## src/rtl/conv3x3_pass_scheduler.sv

```systemverilog
// Pass scheduler for the four-lane 3x3 convolution wrapper: runs N_PASS passes over one map,
// drains the wrapper between passes and tags every wrapper result with row/col/channel base.
module conv3x3_pass_scheduler #(
    parameter int unsigned IMG_W  = 28,
    parameter int unsigned IMG_H  = 28,
    parameter int unsigned LAT    = 2,
    parameter int unsigned N_PASS = 4,
    parameter int unsigned CNTW   = $clog2((IMG_W - 2) * (IMG_H - 2) + 1)
) (
    input  logic            iClk,
    input  logic            iRsn,
    input  logic            iStart,
    input  logic            iWinAvail,
    output logic            oWinPop,
    output logic            oInValid,
    output logic            oMapDone,
    output logic            oRewind,
    input  logic [3:0]      iValid4,
    output logic            oOutWe,
    output logic [CNTW-1:0] oOutRow,
    output logic [CNTW-1:0] oOutCol,
    output logic [3:0]      oOcBase,
    output logic [1:0]      oPhase,
    output logic            oBusy,
    output logic            oDone,
    output logic            oErr
);

    localparam int unsigned NWIN = (IMG_W - 2) * (IMG_H - 2);
    localparam logic [CNTW-1:0] LastWin = CNTW'(NWIN - 1);
    localparam logic [CNTW-1:0] NWinC = CNTW'(NWIN);
    localparam logic [CNTW-1:0] LastCol = CNTW'(IMG_W - 3);
    localparam logic [1:0] LastPhase = 2'(N_PASS - 1);

    if (IMG_W < 3 || IMG_H < 3 || N_PASS == 0 || N_PASS > 4 || LAT > 1024) begin : g_bad_param
        $error("conv3x3_pass_scheduler: unsupported parameter set");
    end

    typedef enum logic [2:0] {StIdle, StScan, StDrain, StMapDone, StFin} state_e;

    state_e          state_q, state_d;
    logic [CNTW-1:0] win_cnt_q, win_cnt_d;
    logic [CNTW-1:0] out_cnt_q, out_cnt_d;
    logic [CNTW-1:0] out_row_q, out_row_d;
    logic [CNTW-1:0] out_col_q, out_col_d;
    logic [1:0]      phase_q, phase_d;
    logic            err_q, err_d;
    logic            tag_we_q, tag_we_d;
    logic [CNTW-1:0] tag_row_q, tag_row_d;
    logic [CNTW-1:0] tag_col_q, tag_col_d;
    logic [3:0]      oc_base_q, oc_base_d;
    logic            pop;
    logic            vld;
    logic            proto_bad;

    assign pop = (state_q == StScan) && iWinAvail;
    assign vld = iValid4[0];
    assign proto_bad = (iValid4 != 4'b0000 && iValid4 != 4'b1111)
                    || (state_q == StIdle && iValid4 != 4'b0000)
                    || (vld && out_cnt_q == NWinC);

    always_comb begin
        state_d   = state_q;
        win_cnt_d = win_cnt_q;
        out_cnt_d = out_cnt_q;
        out_row_d = out_row_q;
        out_col_d = out_col_q;
        phase_d   = phase_q;
        err_d     = err_q;
        tag_we_d  = 1'b0;
        tag_row_d = tag_row_q;
        tag_col_d = tag_col_q;
        oc_base_d = oc_base_q;

        // Tagging runs in every state so late results of a pass are never lost.
        if (vld) begin
            tag_we_d  = 1'b1;
            tag_row_d = out_row_q;
            tag_col_d = out_col_q;
            oc_base_d = {phase_q, 2'b00};
            if (out_cnt_q != NWinC) begin
                out_cnt_d = out_cnt_q + CNTW'(1);
            end
            if (out_col_q == LastCol) begin
                out_col_d = '0;
                out_row_d = out_row_q + CNTW'(1);
            end else begin
                out_col_d = out_col_q + CNTW'(1);
            end
        end

        unique case (state_q)
            StIdle: begin
                if (iStart) begin
                    state_d   = StScan;
                    win_cnt_d = '0;
                    out_cnt_d = '0;
                    out_row_d = '0;
                    out_col_d = '0;
                    err_d     = 1'b0;
                end
            end
            StScan: begin
                if (pop) begin
                    win_cnt_d = win_cnt_q + CNTW'(1);
                    if (win_cnt_q == LastWin) begin
                        state_d = StDrain;
                    end
                end
            end
            StDrain: begin
                if (out_cnt_d == NWinC) begin
                    state_d = StMapDone;
                end
            end
            StMapDone: begin
                win_cnt_d = '0;
                out_cnt_d = '0;
                out_row_d = '0;
                out_col_d = '0;
                phase_d   = (phase_q == LastPhase) ? 2'd0 : phase_q + 2'd1;
                state_d   = (phase_q == LastPhase) ? StFin : StScan;
            end
            StFin: state_d = StIdle;
            default: state_d = StIdle;
        endcase

        if (proto_bad) begin
            err_d = 1'b1;
        end
    end

    always_ff @(posedge iClk) begin
        if (!iRsn) begin
            state_q   <= StIdle;
            win_cnt_q <= '0;
            out_cnt_q <= '0;
            out_row_q <= '0;
            out_col_q <= '0;
            phase_q   <= '0;
            err_q     <= 1'b0;
            tag_we_q  <= 1'b0;
            tag_row_q <= '0;
            tag_col_q <= '0;
            oc_base_q <= '0;
        end else begin
            state_q   <= state_d;
            win_cnt_q <= win_cnt_d;
            out_cnt_q <= out_cnt_d;
            out_row_q <= out_row_d;
            out_col_q <= out_col_d;
            phase_q   <= phase_d;
            err_q     <= err_d;
            tag_we_q  <= tag_we_d;
            tag_row_q <= tag_row_d;
            tag_col_q <= tag_col_d;
            oc_base_q <= oc_base_d;
        end
    end

    assign oWinPop  = pop;
    assign oInValid = pop;
    assign oMapDone = (state_q == StMapDone);
    assign oRewind  = (state_q == StMapDone) && (phase_q != LastPhase);
    assign oDone    = (state_q == StFin);
    assign oBusy    = (state_q != StIdle);
    assign oErr     = err_q;
    assign oPhase   = phase_q;
    assign oOutWe   = tag_we_q;
    assign oOutRow  = tag_row_q;
    assign oOutCol  = tag_col_q;
    assign oOcBase  = oc_base_q;

endmodule
```

## config.mk

```make
export PLATFORM = sky130hd
export DESIGN_NAME = conv3x3_pass_scheduler
export DESIGN_NICKNAME = d
export VERILOG_FILES = /design/src/rtl/conv3x3_pass_scheduler.sv
export SDC_FILE = /design/constraint.sdc
export NUM_CORES = 1
export LEC_CHECK = 0
export ABC_AREA = 1
export CAP_MARGIN = 10
export CORE_ASPECT_RATIO = 0.75
export CORE_MARGIN = 2
export CORE_UTILIZATION = 30
export DETAILED_ROUTE_END_ITERATION = 10
export HOLD_SLACK_MARGIN = 0.1
export PLACE_DENSITY_LB_ADDON = 0.05
export SLEW_MARGIN = 20
export SYNTH_ARGS = -nofsm -noshare
export SYNTH_HDL_FRONTEND = slang
export SYNTH_SLANG_ARGS = --single-unit
```

## constraint.sdc

```tcl
create_clock -name iClk -period 3.7 [get_ports iClk]
set_clock_uncertainty 0.2 [all_clocks]
set_input_delay 0.37 -clock iClk [delete_from_list [all_inputs] [get_ports iClk]]
set_output_delay 0.37 -clock iClk [all_outputs]
set_load 0.02 [all_outputs]
```

==> flow_metrics.env <==
export IMPL_required_ns=3.13
export IMPL_finalCritPeriodShare_pct=71.0
export IMPL_worstRegToRegCells=14
export IMPL_yosysSeqAreaShare_pct=42.8
export IMPL_drc=0
export IMPL_syn_avg_cell_area_um2=7.24
export IMPL_dpl_hpwl_mm=5.31
export IMPL_grt_pass1_vias=2564
export IMPL_cts_sinks=69
export IMPL_leakage_nw=1.49
export IMPL_htreeDepth=3
export IMPL_synth_distinct_cells=35
export IMPL_grt_use_met1_pct=19.3
export IMPL_yosysTopAreaCell="dfxtp_1"
export IMPL_use_met3_pct=4.13
export IMPL_grtUsageTotal_pct=14.1
export IMPL_dieArea_um2=11600
export IMPL_vias_per_cell=4.44
export IMPL_cts_buffers=9
export IMPL_pin_count=42
export IMPL_antenna_cells=0
export IMPL_grt_max_degree=41
export IMPL_drive_gt1_share_pct=8.37
export IMPL_overflow=0
export IMPL_nets=500
export IMPL_yosysWarnings=0
export IMPL_die_h_um=93.8
export IMPL_hold_viol=0
export IMPL_critPathMaxFanout=6
export IMPL_p_per_area_nw_per_um2=556
export IMPL_maxCapViolations=0
export IMPL_maxSlewViolCount=0
export IMPL_rsz0062_at_grt="false"
export IMPL_gp_congestion=0.757
export IMPL_path_class="flop to output pin"
export IMPL_syn_inst=446
export IMPL_cts_hold_buf=0
export IMPL_fin_util_pct=39.0
export IMPL_min_to="out_row_q[8]$_SDFF_PN0_"
export IMPL_cts_root_buf="clkbuf_16"
export IMPL_vias=2780
export IMPL_fin_crit_ns=2.63
export IMPL_antenna_found_initial=0
export IMPL_clockBufferDepth=2
export IMPL_io_buffer_count=39
export IMPL_ctsResizeCount=0
export IMPL_ys_ff_latch=69
export IMPL_initial_core_util_pct=31.1
export IMPL_critPathCaptureType="output pin"
export IMPL_fmax_mhz=381
export IMPL_setup_viol=0
export IMPL_grtUsageMet2_pct=20.2
export IMPL_wire_per_inst_um=11.9
export IMPL_top_usage_layer="met2"
export IMPL_rows=32
export IMPL_r2r_start="out_cnt_q[1]$_SDFF_PN0_"
export IMPL_hp_class="flop to flop"
export IMPL_synth_area_um2=3230
export IMPL_postRouteAntennaNets=0
export IMPL_outcome="completed"
export IMPL_tritoncts="done"
export IMPL_first_pass_iters=4
export IMPL_startpoint_type="flop"
export IMPL_hold_ws_ns=0.259
export IMPL_drtIter0Drc=132
export IMPL_worstHoldPathCells=2
export IMPL_setup_tns_ns=0
export IMPL_clk_pin_slew_ns=0.06
export IMPL_r2r_end="state_q[0]$_SDFFE_PN0P_"
export IMPL_die_x_um=124
export IMPL_core_area_um2=10400
export IMPL_vdd_drop_max_v=0.000238
export IMPL_synth_top_area_share_pct=42.8
export IMPL_r2r_setup_slack_ns=1.60
export IMPL_min_delay_start="out_row_q[8]$_SDFF_PN0_"
export IMPL_area_growth_pct=25.2
export IMPL_grt_pass1_wl_mm=12.4
export IMPL_clk_latency_ns=0.33
export IMPL_cts_setup_buffers=0
export IMPL_ys_top_cells_by_area="dfxtp_1 (43%), nor2_1 (9.0%), nand2_1 (8.0%)"
export IMPL_cp_arrival_ns=2.06
export IMPL_wl_mm=7.48
==> synthesized netlist by cell type (all sizes together) <==
cell and count:
clkbuf 7, o211ai 1, dfxtp 69, or2 2, xnor2 1, xor2 8
o21ai 30, inv 58, nand4 5, nand2 73, nor2 83, buf 8
nor3 13, a211oi 6, nand3b 1, conb 1, nor4 3, ha 7
a22oi 1, a21oi 41, o21a 2, nand3 25, nor3b 1
==> critical path: stages, from the launching register on <==
cell             delay, ns
dfxtp_1               0.43
nand2_2               0.09
nor2_1                0.26
inv_1                 0.09
nor2_1                0.20
clkdlybuf4s50_1       0.65
==> where the power goes <==
group | internal [mW] | switching [mW]
logic | 0.173 | 0.303
clock network | 0.586 | 0.331
registers | 0.799 | 0.0540
==> routing by layer <==
metal / vias to the layer above / wire (um) / share of wire (%)
met3: 13 / 323 / 4.3
met1: 1214 / 4010 / 54
li1: 1514 / - / -
met5: - / 0 / 0
met4: 0 / 156 / 2.1
met2: 39 / 2990 / 40
==> registers in the layout, indices dropped and copies added, names as in the netlist, 2 cells and up <==
name       flops
oOcBase        2
state_q        3
oOutCol       10
win_cnt_q     10
out_col_q     10
out_cnt_q     10
oPhase         2
out_row_q     10
oOutRow       10
==> cell usage in the layout, fill, tap and decap left out, types with 2 or more instances in the layout <==
master / instances
ha_1: 7
inv_2: 3
buf_4: 3
clkinv_2: 3
or2_2: 2
xor2_1: 8
nand2_1: 69
o21a_1: 2
o21ai_0: 29
bufinv_16: 2
nor2_1: 77
nor3_4: 2
a211oi_1: 6
conb_1: 2
clkdlybuf4s50_1: 38
nand4_1: 4
clkinvlp_4: 2
nor4_1: 2
nor3_1: 10
clkbuf_16: 9
nor2_2: 5
nand2_2: 4
dfxtp_1: 69
inv_1: 55
nand3_1: 25
a21oi_1: 40
==> worst max path at each step <==
stage                       startpoint                         to  depth (start not counted)
5_1_grt        state_q[0]$_SDFFE_PN0P_                    oRewind                          5
3_3_place_gp                      iRsn  win_cnt_q[8]$_SDFFE_PN0P_                          7
2_1_floorplan  state_q[0]$_SDFFE_PN0P_                    oRewind                          4
4_1_cts        state_q[0]$_SDFFE_PN0P_                    oRewind                          5
3_5_place_dp                      iRsn  win_cnt_q[9]$_SDFFE_PN0P_                          7
6_report       state_q[0]$_SDFFE_PN0P_                    oRewind                          5
==> cells by family after synthesis <==
logic type | after synthesis | synth area share [%]
and+or+nand+nor | 206 | 28.9
adders and majority gates | 7 | 2.71
xor gates and xnor gates | 9 | 2.44
DFF | 69 | 42.8
AOI/OAI and AO/OA | 81 | 13.7
other | 1 | 0.116
buffers and inverters | 73 | 9.38
==> area by class of cell <==
type	instances	area [um2]
well taps	136	170
repair buffers	42	408
clock buffers	9	225
fillers	1094	6330
clock inverters	7	90.1
multi-input cells	305	1550
flip-flops and latches	69	1380
inverters	58	218
==> through the flow <==
step,std cells,total power [mW],cell area [um2],setup WS [ns]
6_report,626,2.25,4040,1.07
4_1_cts,626,2.28,4040,1.02
2_1_floorplan,447,1.21,3230,1.78
3_3_place_gp,610,1.35,3720,1.27
5_1_grt,626,2.38,4040,0.912
3_5_place_dp,610,1.35,3720,1.24
Note: power is estimated with default switching activity, not from simulation.
